$ cat src/rtl/usb_tx.sv
// USB low/full-speed packet transmitter: SYNC, PID, optional data + CRC16, EOP.
// Latency: SYNC starts the cycle after a request is sampled in IDLE; every bit is CLKS_PER_BIT cycles.
// Backpressure: none on the bus side; requests arriving outside IDLE are dropped; data bytes are pulled with a one-cycle pop.
// Ports: clk/rst (async active-high), tx_packet request code, buffer_occupancy + tx_packet_data +
//   get_tx_packet_data (fall-through buffer), dplus_out/dminus_out bus lines, tx_transfer_active, tx_error.
module usb_tx #(
  parameter int CLKS_PER_BIT = 8
) (
  input  logic       clk,
  input  logic       rst,
  input  logic [3:0] tx_packet,
  input  logic [6:0] buffer_occupancy,
  input  logic [7:0] tx_packet_data,
  output logic       get_tx_packet_data,
  output logic       dplus_out,
  output logic       dminus_out,
  output logic       tx_transfer_active,
  output logic       tx_error
);

  localparam logic [2:0] IDLE = 3'd0;
  localparam logic [2:0] SYNC = 3'd1;
  localparam logic [2:0] PID  = 3'd2;
  localparam logic [2:0] DATA = 3'd3;
  localparam logic [2:0] CRC  = 3'd4;
  localparam logic [2:0] EOP  = 3'd5;

  localparam int CW = (CLKS_PER_BIT > 1) ? $clog2(CLKS_PER_BIT) : 1;
  localparam logic [CW-1:0] CNT_MAX = CW'(CLKS_PER_BIT - 1);

  logic [2:0]    state;
  logic [CW-1:0] clk_cnt;
  logic [3:0]    bit_idx;
  logic [6:0]    byte_left;
  logic [7:0]    shreg;
  logic [7:0]    pid_byte;
  logic          is_data;
  logic [15:0]   crc;
  logic [2:0]    ones;
  logic          stuff;     // current bit time is an inserted stuff bit
  logic          nrzi;      // line level of the previous bit (1 = J)

  logic [7:0]    pid_sel;
  logic          req_ok;
  logic          req_bad;
  logic          bit_end;
  logic          in_stream;
  logic [7:0]    cur_byte;
  logic          data_bit;
  logic          tx_bit;
  logic          lvl;
  logic          six;
  logic          adv;
  logic [15:0]   crc_next;

  always_comb begin
    pid_sel = 8'h00;
    case (tx_packet)
      4'd1:    pid_sel = 8'hC3;
      4'd2:    pid_sel = 8'h4B;
      4'd3:    pid_sel = 8'hD2;
      4'd4:    pid_sel = 8'h5A;
      4'd5:    pid_sel = 8'h1E;
      default: pid_sel = 8'h00;
    endcase
    req_bad = (tx_packet > 4'd5) ||
              (((tx_packet == 4'd1) || (tx_packet == 4'd2)) && (buffer_occupancy > 7'd64));
    req_ok  = (tx_packet != 4'd0) && !req_bad;
  end

  assign bit_end   = (clk_cnt == CNT_MAX);
  assign in_stream = (state == SYNC) || (state == PID) || (state == DATA) || (state == CRC);

  // The buffer is fall-through, so the first bit of a byte is taken straight off
  // tx_packet_data during the pop cycle; the registered copy covers the rest.
  assign get_tx_packet_data = (state == DATA) && (clk_cnt == '0) && (bit_idx == 4'd0) && !stuff;
  assign cur_byte = get_tx_packet_data ? tx_packet_data : shreg;
  assign data_bit = (state == CRC) ? ~crc[0] : cur_byte[0];
  assign tx_bit   = stuff ? 1'b0 : data_bit;
  assign lvl      = tx_bit ? nrzi : ~nrzi;

  // Sixth consecutive raw 1 ends here: a stuff bit follows and the stream position is held.
  assign six = !stuff && data_bit && (ones == 3'd5);
  assign adv = in_stream && bit_end && (stuff || !six);

  // Reflected form of x^16+x^15+x^2+1, data bits fed in transmit order.
  assign crc_next = (crc[0] ^ data_bit) ? ({1'b0, crc[15:1]} ^ 16'hA001) : {1'b0, crc[15:1]};

  always_comb begin
    dplus_out  = 1'b1;
    dminus_out = 1'b0;
    if (in_stream) begin
      dplus_out  = lvl;
      dminus_out = ~lvl;
    end else if ((state == EOP) && (bit_idx != 4'd2)) begin
      dplus_out  = 1'b0;
      dminus_out = 1'b0;
    end
  end

  assign tx_transfer_active = (state != IDLE);

  always_ff @(posedge clk or posedge rst) begin
    if (rst) begin
      state     <= IDLE;
      clk_cnt   <= '0;
      bit_idx   <= 4'd0;
      byte_left <= 7'd0;
      shreg     <= 8'h00;
      pid_byte  <= 8'h00;
      is_data   <= 1'b0;
      crc       <= 16'hFFFF;
      ones      <= 3'd0;
      stuff     <= 1'b0;
      nrzi      <= 1'b1;
      tx_error  <= 1'b0;
    end else begin
      tx_error <= 1'b0;
      if (get_tx_packet_data) shreg <= tx_packet_data;

      case (state)
        IDLE: begin
          nrzi    <= 1'b1;
          clk_cnt <= '0;
          bit_idx <= 4'd0;
          ones    <= 3'd0;
          stuff   <= 1'b0;
          if (req_bad) begin
            tx_error <= 1'b1;
          end else if (req_ok) begin
            state    <= SYNC;
            shreg    <= 8'h80;
            pid_byte <= pid_sel;
            is_data  <= (tx_packet == 4'd1) || (tx_packet == 4'd2);
            crc      <= 16'hFFFF;
          end
        end
        EOP: begin
          clk_cnt <= bit_end ? '0 : clk_cnt + 1'b1;
          if (bit_end) begin
            if (bit_idx == 4'd2) begin
              state   <= IDLE;
              bit_idx <= 4'd0;
            end else begin
              bit_idx <= bit_idx + 4'd1;
            end
          end
        end
        SYNC, PID, DATA, CRC: begin
          clk_cnt <= bit_end ? '0 : clk_cnt + 1'b1;
          if (bit_end) begin
            nrzi <= lvl;
            if (stuff) begin
              stuff <= 1'b0;
              ones  <= 3'd0;
            end else begin
              ones <= data_bit ? ones + 3'd1 : 3'd0;
              if (state == DATA) crc <= crc_next;
              if (six) begin
                stuff <= 1'b1;
                ones  <= 3'd0;
              end
            end
          end
        end
        default: state <= IDLE;
      endcase

      // Move to the next stream position; skipped during a stuff bit's predecessor.
      if (adv) begin
        case (state)
          SYNC: begin
            if (bit_idx == 4'd7) begin
              state   <= PID;
              shreg   <= pid_byte;
              bit_idx <= 4'd0;
            end else begin
              shreg   <= cur_byte >> 1;
              bit_idx <= bit_idx + 4'd1;
            end
          end
          PID: begin
            if (bit_idx == 4'd7) begin
              bit_idx <= 4'd0;
              if (!is_data) begin
                state <= EOP;
              end else if (buffer_occupancy == 7'd0) begin
                state <= CRC;
              end else begin
                state     <= DATA;
                byte_left <= (buffer_occupancy > 7'd64) ? 7'd64 : buffer_occupancy;
              end
            end else begin
              shreg   <= cur_byte >> 1;
              bit_idx <= bit_idx + 4'd1;
            end
          end
          DATA: begin
            if (bit_idx == 4'd7) begin
              bit_idx   <= 4'd0;
              byte_left <= byte_left - 7'd1;
              if (byte_left == 7'd1) state <= CRC;
            end else begin
              shreg   <= cur_byte >> 1;
              bit_idx <= bit_idx + 4'd1;
            end
          end
          CRC: begin
            crc <= {1'b1, crc[15:1]};
            if (bit_idx == 4'd15) begin
              state   <= EOP;
              bit_idx <= 4'd0;
            end else begin
              bit_idx <= bit_idx + 4'd1;
            end
          end
          default: ;
        endcase
      end
    end
  end

endmodule

$ cat config.mk
export PLATFORM = sky130hd
export DESIGN_NAME = usb_tx
export DESIGN_NICKNAME = d
export VERILOG_FILES = /design/src/rtl/usb_tx.sv
export SDC_FILE = /design/constraint.sdc
export NUM_CORES = 1
export LEC_CHECK = 0
export ABC_AREA = 1
export CAP_MARGIN = 10
export CORE_UTILIZATION = 55
export DETAILED_ROUTE_END_ITERATION = 8
export HOLD_SLACK_MARGIN = 0.03
export PLACE_DENSITY = 0.74
export SLEW_MARGIN = 20
export SYNTH_ARGS = -nofsm -noshare
export SYNTH_HDL_FRONTEND = slang
export SYNTH_SLANG_ARGS = --single-unit
$ cat constraint.sdc
create_clock -name clk -period 3.98 [get_ports clk]
set_input_delay 0.796 -clock clk [delete_from_list [all_inputs] [get_ports clk]]
set_output_delay 0.796 -clock clk [all_outputs]
set_load 0.03 [all_outputs]
==> run_results.csv, run 1 <==
group,metric,value,unit
finish,diodes,0,
sta,tns,0,ps
sta,rsz0062_at_grt,"false",
setup_path,crit_start,"bit_idx[0]",
setup_path,r2r_start,"state[2]",
setup_path,cp.arrival,2600,ps
finish,fin_nets,521,
run,max-cap-violations,0,
logic_synthesis,yosysSeqAreaShare,39.18,%
route,drcViolationCount,0,
finish,stdcell_count,566,
floorplanning,fp.dieH,81.81,um
route,routed_wl,7.654,mm
logic_synthesis,yosysUniqueCellTypes,40,
cts,htree_levels,2,
cts,cts-root-buf,"clkbuf_8",
route,first_pass_iters,5,
finish,layout_common_cells,"nand2_1 (116), inv_1 (71), o21ai_0 (37), dfrtp_1 (37), a21oi_1 (31)",
placement,dp.cells,558,
logic_synthesis,syn_area_per_cell,7.518,sq um
cts,cts.sinks,54,
floorplanning,rows,28,
logic_synthesis,syn_area,3503,sq um
cts,clock_path_buffers,2,
route,drt-wirelength-per-cell,13.52,um
setup_path,endpoint_kind,"output port",
finish,nFillCells,543,
cts,cts_inserted_buffers,5,
sta,min_period,3394,ps
placement,gp_congestion,0.8686,
global_routing,grt_remaining_overflow,0,
sta,maxSlewHeadroom,56.38,%
finish,area_delta_synth_final,11.36,%
floorplanning,core_region_area,6026,sq um
worst_hold_path,whs_path_depth,2,
global_routing,grt_use_total,25.41,%
sta,setup_viol,0,
logic_synthesis,synth_nets,497,
floorplanning,start_util,58.14,%
run_status,status,"finished clean",
cts,cts_tree,"done",
route,via_per_inst,5.576,
setup_path,path_class,"reg2out",
cts,cts_setup_buffers,0,
setup_path,startpoint_type,"flip-flop",
route,ant_nets,0,
finish,design_area,3901,sq um
finish,multi_input_area,1789,sq um
logic_synthesis,ys.flop_type,"dfrtp_1",
logic_synthesis,synthCells,466,
placement,io_buffers,25,
finish,seqCellArea,1373,sq um
sta,drv_slew,0,
pwr,irDropWorstVdd,0.0004058,V
floorplanning,die_x,81.81,um
route,drt_iter0_drc,192,
floorplanning,die-area,6693,sq um
worst_hold_path,min_from,"pid_byte[1]",
placement,dpl_cell_area,3800,sq um
sta,timing_worst_slew_pin_value,651.9,ps
setup_path,cp_data_required_time,3180,ps
cts,path_clk_slew,100,ps
setup_path,cp_max_fo,10,
setup_path,r2r_slack,1550,ps
global_routing,grt_max_degree,37,
finish,final_common_cell,"nand2_1",
worst_hold_path,hold_class,"reg2reg",
sta,hold_viol_final,0,
global_routing,grt_pass1_vias,2925,
setup_path,r2r_cells,13,
sta,finalCritPeriodShare,85.29,%
logic_synthesis,ys_ff_latch,54,
placement,dpl.hpwl,5.716,mm
logic_synthesis,synth-async-reset-ratio,100.0,%
route,vias,3156,
finish,drive_gt1_share,12.22,%
logic_synthesis,synth_warnings,0,
sta,fmax,294.6,MHz
pwr,leakagePower,1.844,nW
global_routing,antenna_found_initial,0,
sta,fin_skew,6.508,ps
global_routing,grt_pass1_wl,12.96,mm
pwr,p_per_area,484.8,nW/um^2
floorplanning,ios,26,
cts,clk_latency,310,ps
logic_synthesis,synth-edff-count,0,
## power by group
| part | internal, mW | switching, mW | leakage, nW |
|---|---|---|---|
| Combinational | 0.286 | 0.509 | 1.16 |
| Clock | 0.141 | 0.187 | 0.0515 |
| Sequential | 0.691 | 0.0772 | 0.634 |
| Total | 1.12 | 0.773 | 1.84 |
## cell type report
type	count	area share, %
flip-flops and latches	54	35.18
clock buffers	6	2.117
clock inverters	2	0.2886
inverters	75	7.216
repair buffers	27	6.928
well taps	75	2.405
multi-input cells	327	45.86
## sequential cells by signal (all words and copies together), names as in the netlist
| register | count |
|---|---|
| crc | 16 |
| ones | 3 |
| nrzi | 1 |
| tx_error | 1 |
| shreg | 8 |
| clk_cnt | 3 |
| state | 3 |
| stuff | 1 |
| byte_left | 7 |
| pid_byte | 7 |
| bit_idx | 4 |
## synthesized netlist by cell type (6+ instances only)
| master | n | share of area (%) |
|---|---|---|
| nand3_1 | 30 | 4.3 |
| nand2_1 | 116 | 12 |
| mux2_2 | 11 | 3.5 |
| inv_1 | 72 | 7.7 |
| dfrtp_1 | 37 | 26 |
| nor2_1 | 28 | 3.0 |
| a21oi_1 | 31 | 4.4 |
| nor3_1 | 6 | 0.86 |
| o21ai_0 | 37 | 5.3 |
| dfstp_2 | 17 | 13 |
| o22ai_1 | 14 | 2.5 |
| ha_1 | 10 | 3.6 |
## worst paths after layout
path,to
hold reg to reg,pid_byte[1]
setup / recovery,dplus_out
max in group asynchronous,nrzi
min in group asynchronous,shreg[4]
hold / removal,pid_byte[1]
setup reg to reg,shreg[7]
## metrics by stage
| stage | util, % | hold slack (ps) | setup slack (ps) | total power [mW] |
|---|---|---|---|---|
| floorplan | - | 419.8 | 979.1 | 1.353 |
| global placement | 63.06 | 449.4 | 418.4 | 1.543 |
| detailed placement | 63.06 | 454.3 | 363.3 | 1.568 |
| CTS | 64.62 | 478.4 | 112.4 | 1.896 |
| global route | 64.74 | 510.1 | 299.3 | 2.039 |
| finish | 64.74 | 477.5 | 585.7 | 1.891 |
## cells by family (layout without fill, tap and decap cells)
family	count (synthesis)	count (layout)	share of synthesized area (%)
compound gates	102	102	16.46
flops	54	54	39.18
xor+xnor	3	3	0.7501
mux	12	12	3.821
fa+ha+maj	10	10	3.571
buf+inv	85	110	9.821
simple gates	200	200	26.39
## layer usage
layer	GRT usage, %	vias up	wire, um
li1	-	1579	-
met5	0	-	0
met2	41.90	76	3660
met1	33.50	1491	3569
met4	7.368	0	99
met3	5.333	10	324
## critical path, stage by stage (launching register included)
cell,delay (ps)
dfrtp_1,430
inv_1,130
ha_1,170
nand3_1,90
nor2_2,200
nand2_4,140
nand2_1,90
nand2_1,70
nand2_2,90
nand2_1,60
nor2_1,180
xor2_1,90
nand2_1,90
inv_1,60
nor2_1,100
dlymetal6s2s_1,300
## what timing repair did
| item | in CTS | in global routing |
|---|---|---|
| resized for setup | 0 | 3 |
| endpoints found under the setup margin | 0 | 2 |
| hold endpoints to repair | 0 | 0 |
| hold buffers | 0 | 0 |
No activity file was read; power rests on OpenSTA's default activity.
==> run 2, diff against run 1 <==
--- a/config.mk
+++ b/config.mk
@@ -8,6 +8,7 @@
 export ABC_AREA = 1
 export CAP_MARGIN = 10
 export CORE_UTILIZATION = 55
+export CTS_CLUSTER_SIZE = 12
 export DETAILED_ROUTE_END_ITERATION = 8
 export HOLD_SLACK_MARGIN = 0.03
 export PLACE_DENSITY = 0.74
==> results of run 2 <==
The final DEF is identical to that of run 1; final timing and power are the same.
